`config.mk`:
```
export PLATFORM = sky130hd
export DESIGN_NAME = wb_arbiter
export DESIGN_NICKNAME = d
export VERILOG_FILES = /design/src/rtl/riscv_wb_pkg.sv /design/src/rtl/wb_fifo.sv /design/src/rtl/wb_arbiter.sv
export SDC_FILE = /design/constraint.sdc
export NUM_CORES = 1
export LEC_CHECK = 0
export ABC_AREA = 1
export ABC_CLOCK_PERIOD_IN_PS = 5600
export BUFFER_PORTS_ARGS = -buffer_cell sky130_fd_sc_hd__buf_2
export CORE_ASPECT_RATIO = 0.8
export CORE_UTILIZATION = 55
export DETAILED_ROUTE_END_ITERATION = 7
export PLACE_DENSITY = 0.84
export SETUP_SLACK_MARGIN = 0.3
export SLEW_MARGIN = 20
export SYNTH_ARGS = -nofsm -noshare
export SYNTH_HDL_FRONTEND = slang
export SYNTH_HIERARCHICAL = 1
export SYNTH_SLANG_ARGS = --single-unit
```
`constraint.sdc`:
```
create_clock -name clk -period 5.6 [get_ports clk]
set_input_delay 0.84 -clock clk [delete_from_list [all_inputs] [get_ports clk]]
set_output_delay 0.84 -clock clk [all_outputs]
set_load 0.01 [all_outputs]
```
`src/rtl/riscv_wb_pkg.sv`:
```
`default_nettype none
// ============================================================================
//  Module   : riscv_wb_pkg
//  Purpose  : Shared types and constants for the writeback arbiter slice.
//             Holds the default data/register-index widths, the queue entry
//             type {rd, data} and the x0 register index.
//  Revision : 1.0 - initial release
// ============================================================================
package riscv_wb_pkg;

    localparam int WB_DATA_W = 32;
    localparam int WB_ADDR_W = 5;

    // One pending register-file write.
    typedef struct packed {
        logic [WB_ADDR_W-1:0] rd;
        logic [WB_DATA_W-1:0] data;
    } wb_entry_t;

    // Writes to x0 are architecturally discarded.
    localparam logic [WB_ADDR_W-1:0] X0 = '0;

endpackage
`default_nettype wire

```
`src/rtl/wb_fifo.sv`:
```
`default_nettype none
// ============================================================================
//  Module   : wb_fifo
//  Purpose  : In-order FIFO of wb_entry_t with two push ports and one pop
//             port per cycle. Push port 0 is ordered ahead of push port 1.
//             Exposes the occupancy and each slot's valid/rd so the parent
//             can build a pending-destination mask.
//  Ports    : clk, rst_n           - clock, async active-low reset
//             push0_en/push0_entry - first push of the cycle
//             push1_en/push1_entry - second push of the cycle
//             pop_en               - remove head (only when count > 0)
//             head                 - entry at the read pointer
//             count                - occupied entries, 0..DEPTH
//             entry_valid/entry_rd - per-slot occupancy and destination
//  Revision : 1.0 - initial release
// ============================================================================
module wb_fifo
    import riscv_wb_pkg::*;
#(
    parameter  int DEPTH = 4,
    localparam int PTR_W = $clog2(DEPTH),
    localparam int CNT_W = $clog2(DEPTH + 1)
) (
    input  logic                            clk,
    input  logic                            rst_n,
    input  logic                            push0_en,
    input  wb_entry_t                       push0_entry,
    input  logic                            push1_en,
    input  wb_entry_t                       push1_entry,
    input  logic                            pop_en,
    output wb_entry_t                       head,
    output logic [CNT_W-1:0]                count,
    output logic [DEPTH-1:0]                entry_valid,
    output logic [DEPTH-1:0][WB_ADDR_W-1:0] entry_rd
);

    logic [PTR_W-1:0] r_wr_ptr;
    logic [PTR_W-1:0] r_rd_ptr;
    logic [CNT_W-1:0] r_count;
    wb_entry_t        r_mem [DEPTH];

    logic [PTR_W-1:0] w_wr_ptr_p1;
    logic [1:0]       w_push_cnt;

    assign w_wr_ptr_p1 = r_wr_ptr + PTR_W'(1);
    assign w_push_cnt  = {1'b0, push0_en} + {1'b0, push1_en};

    // Pushes are compacted: a lone push1 lands at the write pointer so the
    // storage never contains holes.
    always_ff @(posedge clk) begin
        if (push0_en) begin
            r_mem[r_wr_ptr] <= push0_entry;
            if (push1_en) begin
                r_mem[w_wr_ptr_p1] <= push1_entry;
            end
        end else if (push1_en) begin
            r_mem[r_wr_ptr] <= push1_entry;
        end
    end

    // Pointers are power-of-two sized, so natural overflow is the wrap.
    always_ff @(posedge clk or negedge rst_n) begin
        if (!rst_n) begin
            r_wr_ptr <= '0;
            r_rd_ptr <= '0;
            r_count  <= '0;
        end else begin
            r_wr_ptr <= r_wr_ptr + PTR_W'(w_push_cnt);
            r_rd_ptr <= r_rd_ptr + PTR_W'(pop_en);
            r_count  <= r_count + CNT_W'(w_push_cnt) - CNT_W'(pop_en);
        end
    end

    assign head  = r_mem[r_rd_ptr];
    assign count = r_count;

    // A slot is live when its distance from the read pointer is below the
    // occupancy; this stays correct across pointer wrap.
    for (genvar i = 0; i < DEPTH; i++) begin : g_slot
        logic [PTR_W-1:0] w_off;
        assign w_off          = PTR_W'(i) - r_rd_ptr;
        assign entry_valid[i] = (CNT_W'(w_off) < r_count);
        assign entry_rd[i]    = r_mem[i].rd;
    end

endmodule
`default_nettype wire

```
`src/rtl/wb_arbiter.sv`:
```
`default_nettype none
// ============================================================================
//  Module   : wb_arbiter
//  Purpose  : Writeback arbiter. Accepts ALU and load results over
//             valid/ready, drops x0 destinations, queues the rest in order
//             (load ahead of ALU in the same cycle) and drives the single
//             register-file write port from a registered output stage.
//             Also publishes a mask of destinations still pending.
//  Ports    : clk, rst_n                      - clock, async active-low reset
//             ld_valid/ld_ready/ld_rd/ld_data - load result handshake
//             alu_valid/alu_ready/alu_rd/alu_data - ALU result handshake
//             reg_write_en/dest/data          - registered write port
//             busy_mask                       - pending destination bits
//             q_count                         - queue occupancy
//  Revision : 1.0 - initial release
// ============================================================================
module wb_arbiter
    import riscv_wb_pkg::*;
#(
    // Entry widths come from wb_entry_t; keep these at the package values.
    parameter int DATA_W = WB_DATA_W,
    parameter int ADDR_W = WB_ADDR_W,
    parameter int DEPTH  = 4
) (
    input  logic                       clk,
    input  logic                       rst_n,
    input  logic                       ld_valid,
    output logic                       ld_ready,
    input  logic [ADDR_W-1:0]          ld_rd,
    input  logic [DATA_W-1:0]          ld_data,
    input  logic                       alu_valid,
    output logic                       alu_ready,
    input  logic [ADDR_W-1:0]          alu_rd,
    input  logic [DATA_W-1:0]          alu_data,
    output logic                       reg_write_en,
    output logic [ADDR_W-1:0]          reg_write_dest,
    output logic [DATA_W-1:0]          reg_write_data,
    output logic [2**ADDR_W-1:0]       busy_mask,
    output logic [$clog2(DEPTH+1)-1:0] q_count
);

    localparam int CNT_W = $clog2(DEPTH + 1);

    localparam logic [CNT_W-1:0] c_depth    = CNT_W'(DEPTH);
    localparam logic [CNT_W-1:0] c_depth_m1 = CNT_W'(DEPTH - 1);

    logic                           w_ld_fire;
    logic                           w_alu_fire;
    logic                           w_push0;
    logic                           w_push1;
    logic                           w_pop;
    wb_entry_t                      w_ld_entry;
    wb_entry_t                      w_alu_entry;
    wb_entry_t                      w_head;
    logic [CNT_W-1:0]               w_count;
    logic [DEPTH-1:0]               w_entry_valid;
    logic [DEPTH-1:0][ADDR_W-1:0]   w_entry_rd;
    logic [2**ADDR_W-1:0]           w_busy;

    logic                           r_we;
    logic [ADDR_W-1:0]              r_dest;
    logic [DATA_W-1:0]              r_data;

    // Readies look only at current occupancy. A same-cycle pop is ignored,
    // which may stall one cycle early but can never overflow the queue.
    assign ld_ready  = (w_count < c_depth);
    assign alu_ready = (w_count < c_depth_m1) || (!ld_valid && (w_count < c_depth));

    assign w_ld_fire  = ld_valid  && ld_ready;
    assign w_alu_fire = alu_valid && alu_ready;

    // x0 results complete their handshake but are never queued.
    assign w_push0 = w_ld_fire  && (ld_rd  != X0);
    assign w_push1 = w_alu_fire && (alu_rd != X0);

    assign w_ld_entry  = '{rd: ld_rd,  data: ld_data};
    assign w_alu_entry = '{rd: alu_rd, data: alu_data};

    assign w_pop = (w_count != '0);

    wb_fifo #(
        .DEPTH (DEPTH)
    ) u_fifo (
        .clk         (clk),
        .rst_n       (rst_n),
        .push0_en    (w_push0),
        .push0_entry (w_ld_entry),
        .push1_en    (w_push1),
        .push1_entry (w_alu_entry),
        .pop_en      (w_pop),
        .head        (w_head),
        .count       (w_count),
        .entry_valid (w_entry_valid),
        .entry_rd    (w_entry_rd)
    );

    // Output stage: one write per cycle whenever the queue has data.
    // Dest/data hold their last values while idle.
    always_ff @(posedge clk or negedge rst_n) begin
        if (!rst_n) begin
            r_we   <= 1'b0;
            r_dest <= '0;
            r_data <= '0;
        end else begin
            r_we <= w_pop;
            if (w_pop) begin
                r_dest <= w_head.rd;
                r_data <= w_head.data;
            end
        end
    end

    // Pending destinations: every live queue slot plus the output stage
    // while it is writing.
    always_comb begin
        w_busy = '0;
        for (int i = 0; i < DEPTH; i++) begin
            if (w_entry_valid[i]) begin
                w_busy[w_entry_rd[i]] = 1'b1;
            end
        end
        if (r_we) begin
            w_busy[r_dest] = 1'b1;
        end
        w_busy[0] = 1'b0;
    end

    assign busy_mask      = w_busy;
    assign q_count        = w_count;
    assign reg_write_en   = r_we;
    assign reg_write_dest = r_dest;
    assign reg_write_data = r_data;

endmodule
`default_nettype wire
```
==> results.md, run 1 <==
- Worst hold path type: in -> async
- Setup bufs post-CTS: 0
- Hold-fix buffers, CTS: 0
- Max-cap violations: 0
- Most Used Layer, Global Route: met1
- Area grow syn2layout: 9.55%
- Met2 global-route usage: 0.501
- Initial antenna violation count: 4
- Fin worst setup slack: 1630 ps
- DRT antenna net count: 0
- Average size of a mapped cell: 7.04 sq um
- Cell at the slowest stage of the critical path: buf_4
- Core ar.: 21900 sq um
- Die Wd: 170 um
- I/O pin cnt: 153
- RSZ-0062 raised after global routing: false
- Largest net degree at the start of global routing: 118
- GR Util All Layers: 0.352
- Number of global-route vias before repair: 10752
- Crit path kind: reg -> out
- DRT iter0 DRCs: 1996
- CP Buf/Inv Count: 2
- Mapped Nets: 1862
- Max stage delay on crit path: 460 ps
- CTS resizes: 0
- Later-pin clock latency in the skew report: 450 ps
- H-Tree Depth: 4
- Fmax achieved: 252 MHz
- Vias: 12377
- Worst-Margin Slew: 1110 ps
- Critical Path RT: 4760 ps
- Post-synth cell types: 27
- Nets: 1923
- Max_slew headroom: 0.263
- FP Rows: 48
- Peak supply drop: 362 uV
- Core Util, Final: 0.623
- GRT overflow: 0
- Outcome: completed
- R2R setup slack: 2310 ps
- CTS tree: done
- Dpl hpwl: 27400 um
- Met3 Track Usage GR: 0.112
- RR Endpoint: u_fifo/r_mem[0][1]
- GPL Wtd Cong: 1.01
- Synth Cell Area: 12500 sq um
- Family with the most delay on the worst path: simple AND/OR/NAND/NOR gates
- Total power draw: 7.69 mW
- Clock Skews: 13.7 ps
- # DRC: 0
- Global routing usage on met1: 0.513
- Detailed Route WL: 40400 um
- Flop and latch count out of synthesis: 193
- Leakage: 6.84 nW
- Post-place setup slack: 2080 ps
- Cell count along the critical path: 11
- CP Cell Sequence: buf_4 -> xor2_1 -> ha_1 -> nand2_1 -> nand2_1 -> nand2_1 -> nand3_1 -> nor2_1 -> nor2_1 -> nand3_1 -> buf_2
- Setup violations, final: 0
- CTS max path bufs: 2
- # clock sinks: 193
- TritonRoute pass-1 iters: 8
- Fin. Hold Viols: 0
- Fin crit period: 3970 ps
- Syn. warnings: 6
- CP startpoint kind: flop
- Pwr Density: 563 nW/um^2
- Die area: 23300 sq um
- I/O Buffers: 151
- Register area share after synthesis: 0.447
- Starting Density: 0.569
- FF-to-FF Start: u_fifo/count[2]
- Filler cells: 1926
- Gate Count Post-Synth: 1771
- DR vias/cell: 5.76
- CTS Root Cell: clkbuf_16
- Worst Path Arrival: 3130 ps
- Wire per inst: 18.8 um
- Final Max Slew Viols: 0
- CTS Buf Count: 17
- First-pass GRT wire length: 60900 um
- Highest net fanout along the worst path: 41
- Clk slew on worst S/H paths: 70 ps
- Worst path most repeated cell: nand2_1
- Register-to-Register Path Depth: 7
- Sum Neg Setup Slack: 0 ps
- Die Height: 137 um
- Share of post-route cells with drive strength above 1: 0.121
- CP Capture Type: primary output
- Part of the cycle the worst path needs: 0.709
-- flip-flops by register name, indices dropped and copies added, names as in the netlist --
name / count
reg_write_data: 32
u_fifo/count: 3
u_fifo/r_mem: 148
reg_write_en: 1
u_fifo/r_wr_ptr: 2
reg_write_dest: 5
u_fifo/r_rd_ptr: 2
-- per-layer routing --
metal	wire, um	share of wire
met1	16700	0.41
met2	17000	0.42
met3	6080	0.15
met4	621	0.015
met5	0	0
-- Yosys cell counts --
cell	number	area share
a22oi_1	1	0.00060
edfxtp_1	148	0.36
xor2_1	2	0.0014
and2_0	1	0.00050
buf_4	45	0.027
ha_1	12	0.012
inv_1	53	0.016
o21ai_0	7	0.0028
nand2_1	891	0.27
nor3_4	2	0.0026
nor3_2	2	0.0016
a31oi_1	1	0.00050
dfrtp_1	45	0.090
buf_1	2	0.00060
nor2_1	192	0.058
buf_6	7	0.0063
nand4_1	111	0.056
nand3_1	153	0.061
nand2_2	1	0.00050
fa_1	1	0.0016
inv_2	9	0.0027
clkbuf_1	18	0.0054
buf_2	55	0.022
o21ai_1	5	0.0020
nor2_4	2	0.0018
nor3_1	4	0.0016
conb_1	1	0.00030
-- placed cells by master (no fill, tap or decap), drive strengths merged, types with 2 or more instances in the layout --
cell and instances:
nor3 8, xor2 2, inv 70, nand3 153, o21ai 12, diode 4
nand4 111, dfrtp 45, ha 12, buf 169, edfxtp 148, clkbuf 18
nand2 892, nor2 194, clkinv 3, bufinv 2
-- per-stage QoR --
stage	instance area, sq um	hold slack (ps)	std cells
floorplan	12500	461	1771
global placement	13000	491	2113
detailed placement	13000	490	2113
CTS	13600	511	2145
global route	13700	431	2147
finish	13700	395	2149
-- worst max path at each step --
stage | start | end
after floorplan | ld_valid | u_fifo/r_mem[0][0]
after global placement | u_fifo/r_rd_ptr[1] | busy_mask[15]
after detailed placement | ld_valid | u_fifo/r_mem[0][10]
after CTS | u_fifo/r_rd_ptr[1] | busy_mask[15]
after global routing | u_fifo/r_rd_ptr[1] | busy_mask[26]
final | u_fifo/r_rd_ptr[1] | busy_mask[15]
-- logic make-up (layout without fill, tap and decap cells) --
| group | count (synthesis) | count (layout) | synth area share |
|---|---|---|---|
| and+or+nand+nor | 1359 | 1359 | 0.452 |
| DFF | 193 | 193 | 0.447 |
| other | 1 | 5 | 0.000301 |
| buffers and inverters | 189 | 263 | 0.0802 |
| xor gates and xnor gates | 2 | 2 | 0.00141 |
| AOI/OAI and AO/OA | 14 | 14 | 0.00592 |
| adders and majority gates | 13 | 13 | 0.0136 |
-- cell type report --
cell class,instances,area (sq um),share of cell area
Timing Repair Buffer,169,893,0.0654
Clock buffer,18,429,0.0314
Tap cell,300,375,0.0275
Clock inverter,14,189,0.0138
Sequential cell,193,5570,0.408
Antenna cell,4,10.0,0.000733
Multi-Input combinational cell,1389,5960,0.436
Inverter,62,233,0.0170
-- report_power, final --
| group | total [mW] | internal (mW) | switching, mW | leakage, nW |
|---|---|---|---|---|
| logic | 3.86 | 0.986 | 2.87 | 4.63 |
| registers | 2.55 | 2.18 | 0.372 | 1.91 |
| clock network | 1.28 | 0.685 | 0.597 | 0.299 |
Power figures use the tool's default switching activity.
==> run 2, diff against run 1 <==
--- a/config.mk
+++ b/config.mk
@@ -5,11 +5,11 @@
 export SDC_FILE = /design/constraint.sdc
 export NUM_CORES = 1
 export LEC_CHECK = 0
-export ABC_AREA = 1
-export ABC_CLOCK_PERIOD_IN_PS = 5600
+export ABC_AREA = 0
+export ABC_CLOCK_PERIOD_IN_PS = 3600
 export BUFFER_PORTS_ARGS = -buffer_cell sky130_fd_sc_hd__buf_2
 export CORE_ASPECT_RATIO = 0.8
-export CORE_UTILIZATION = 55
+export CORE_UTILIZATION = 52
 export DETAILED_ROUTE_END_ITERATION = 7
 export PLACE_DENSITY = 0.84
 export SETUP_SLACK_MARGIN = 0.3
==> constraint.sdc (replaced) <==
create_clock -name clk -period 3.6 [get_ports clk]
set_input_delay 0.54 -clock clk [delete_from_list [all_inputs] [get_ports clk]]
set_output_delay 0.54 -clock clk [all_outputs]
set_load 0.01 [all_outputs]
==> run 2 against run 1 <==
  * Final area shrank 11%
  * Total power grew 38%
  * Die area shrank 9.4%
  * Core utilization shrank 1.6 points
  * Worst hold slack worse by 190 ps
  * Combinational power grew 20%
  * Cell count fell by 44%
  * Sequential power rose by 61%
  * Non-clock buffer count is 8 higher
  * Clock power up 48%
  * Critical path type unchanged
  * Critical endpoint is now busy_mask[20]
==> results.md, run 2 <==
- RSZ-0062 raised after global routing: false
- I/O Buffers: 151 (unchanged)
- CTS Root Cell: clkbuf_16
- GR Util All Layers: 0.267 (-0.0851)
- GPL Wtd Cong: 0.956 (-5.3%)
- Highest net fanout along the worst path: 8 (-80%)
- Final Max Slew Viols: 0 (unchanged)
- Clock Skews: 7.04 ps (-6.64 ps)
- Critical Path RT: 3060 ps (-1700 ps)
- Worst hold path type: in -> async
- Register area share after synthesis: 0.522 (+0.0752)
- Mapped Nets: 892 (-52%)
- Nets: 1008 (-48%)
- Worst hold slack: 207 ps (-188 ps)
- Filler cells: 1535 (-20%)
- Gate Count Post-Synth: 801 (-55%)
- Placed cells: 1156 (-45%)
- Detailed Route WL: 28000 um (-31%)
- Initial antenna violation count: 3 (-1)
- Clk slew on worst S/H paths: 70 ps (about the same)
- First-pass GRT wire length: 42000 um (-31%)
- Register-to-Register Path Depth: 7 (unchanged)
- Core ar.: 20000 sq um (-8.9%)
- Area grow syn2layout: 13.6%
- Die area: 21100 sq um (-9.4%)
- Synth Cell Area: 10700 sq um (-14%)
- Worst Path Arrival: 2630 ps (-500 ps)
- Synth top area share: 0.416 (+0.0600)
- Post-synth cell types: 45 (+67%)
- Fmax achieved: 316 MHz
- RR Endpoint: u_fifo/r_mem[1][22]
- DR vias/cell: 6.62 (+15%)
- Dpl hpwl: 18600 um (-32%)
- Share of post-route cells with drive strength above 1: 0.308 (+0.186)
- Placed Area: 11500 sq um (-12%)
- Post-synth EDFFs: 148 (unchanged)
- Vias: 7919 (-36%)
- Fin. Hold Viols: 0 (unchanged)
- GRT overflow: 0 (unchanged)
- Die Height: 130 um (-4.8%)
- Pwr Density: 876 nW/um^2 (+56%)
- Critical Path Source: u_fifo/r_rd_ptr[1]
- Worst-Margin Slew: 1090 ps (-15.7 ps)
- Seq. cell area: 5570 sq um (about the same)
- Cell Count, Final, Fillers Out: 1196 (-44%)
- CTS Buf Count: 17 (unchanged)
- Crit path kind: reg -> out
- Peak supply drop: 445 uV (+23%)
- FF-to-FF Start: u_fifo/count[1]
- Area of the multi-input gates: 4630 sq um (-22%)
- DRT antenna net count: 0 (unchanged)
- H-Tree Depth: 4 (unchanged)
- Die Wd: 162 um (-4.8%)
- Setup violations, final: 0 (unchanged)
- Max-cap violations: 0 (unchanged)
- Sum Neg Setup Slack: 0 ps (unchanged)
- Fin area: 12100 sq um (-11%)
- Biggest area consumer among synthesized cells: edfxtp_1
- Number of global-route vias before repair: 7379 (-31%)
- TritonRoute pass-1 iters: 5 (-3)
- CTS tree: done
- Wire per inst: 23.4 um (+24%)
- Hold-fix buffers, CTS: 0 (unchanged)
- Most frequent cells in the layout: 151 x buf_2, 148 x a22o_1, 148 x edfxtp_1
- CP Capture Type: primary output
- Later-pin clock latency in the skew report: 440 ps (about the same)
- FP Rows: 46 (-4.2%)
- Flop and latch count out of synthesis: 193 (unchanged)
- # clock sinks: 193 (unchanged)
- Largest net degree at the start of global routing: 38 (-68%)
- FFs w/ async S/R, synth: 0.233 (unchanged)
- # DRC: 0 (unchanged)
- Average size of a mapped cell: 13.3 sq um (+89%)
- Commonest cells in the netlist: 148 x a22o_1, 148 x edfxtp_1, 47 x nor2b_1
- Max_slew headroom: 0.273 (+0.0105)
- Part of the cycle the worst path needs: 0.880
- DRT iter0 DRCs: 936 (-53%)
- Leakage: 4.68 nW (-32%)
- Largest reg by FF count: u_fifo/r_mem
- Synth area leaders: edfxtp_1 42%, a22o_1 12%, dfrtp_1 11%
- Outcome: completed
- Fin crit period: 3170 ps
- CP startpoint kind: flop
- Max reg flops: 148 (unchanged)
- I/O pin cnt: 153 (unchanged)
- Syn. warnings: 6 (unchanged)
- R2R setup slack: 570 ps (-1740 ps)
- CTS max path bufs: 2 (unchanged)
- Top_reg_cell synth: edfxtp_1
- Starting Density: 0.534 (-0.0344)
- Commonest non-fill, non-tap cell in the layout: buf_2
==> run 2: cell types whose count changed after synthesis, sizes merged, moves of 37 or more <==
cell and delta:
buf -37, inv -50, nand3 -129, nor2b +47, nand2 -872, nand4 -102
nor2 -175, mux4 +37, mux2 +37, a22o +148
==> run 2: critical path: stages (launching register included) <==
cell	delay (ps)
dfrtp_2	440
xnor2_2	180
inv_1	70
ha_1	290
a21oi_1	60
or2_4	260
nand4b_1	180
o22ai_1	100
or4_1	440
buf_2	170
==> run 2: repair_timing <==
action,in CTS,in global routing
pin swaps,0,1
buffers inserted,0,6
resized for setup,1,6
endpoints found under the setup margin,1,25
==> run 2: worst max path at each step <==
stage                     slack [ps]                   to  cells past startpoint
after global routing             310        busy_mask[12]                      9
after detailed placement         460  u_fifo/r_mem[1][32]                      7
after floorplan                  420   u_fifo/r_mem[2][0]                      8
after CTS                        310         busy_mask[2]                      8
final                            430        busy_mask[20]                      9
after global placement           540  u_fifo/r_mem[3][36]                      7
==> run 2: final cells by class <==
class | instances | area share
Antenna cell | 3 | 0.000619
Clock buffer | 19 | 0.0357
Clock inverter | 12 | 0.0120
Inverter | 12 | 0.00371
Multi-Input combinational cell | 516 | 0.381
Sequential cell | 193 | 0.460
Tap cell | 264 | 0.0272
Timing Repair Buffer | 177 | 0.0798
==> run 2: cell families (layout without fill, tap and decap cells) <==
| logic type | Yosys count | after routing | synth area share |
|---|---|---|---|
| AOI/OAI and AO/OA | 211 | 211 | 0.162 |
| xor gates and xnor gates | 6 | 6 | 0.00492 |
| adders and majority gates | 13 | 13 | 0.0159 |
| buffers and inverters | 92 | 220 | 0.0521 |
| DFF | 193 | 193 | 0.522 |
| muxes | 74 | 74 | 0.117 |
| other | 1 | 4 | 0.000351 |
| and+or+nand+nor | 211 | 211 | 0.125 |
==> run 2: power by group <==
group | internal [mW] | leakage [nW] | total [mW] | switching, mW
clock | 1.08 | 0.276 | 1.89 | 0.805
combinational | 2.12 | 2.51 | 4.63 | 2.51
sequential | 3.49 | 1.89 | 4.10 | 0.613
==> run 2: per-stage QoR <==
step                setup WS, ps  total power [mW]   util
finish                       432              10.6  0.607
global route                 309              11.1  0.607
CTS                          314              10.5  0.603
detailed placement           459              8.63  0.574
global placement             544              8.45  0.574
floorplan                    416              7.26      -
==> run 2: layer usage <==
metal | GRT usage | vias to the layer above | wire (um)
met1 | 0.370 | 3913 | 11600
li1 | - | 3464 | -
met4 | 0.104 | 0 | 503
met5 | 0 | - | 0
met2 | 0.424 | 500 | 13300
met3 | 0.0451 | 42 | 2580
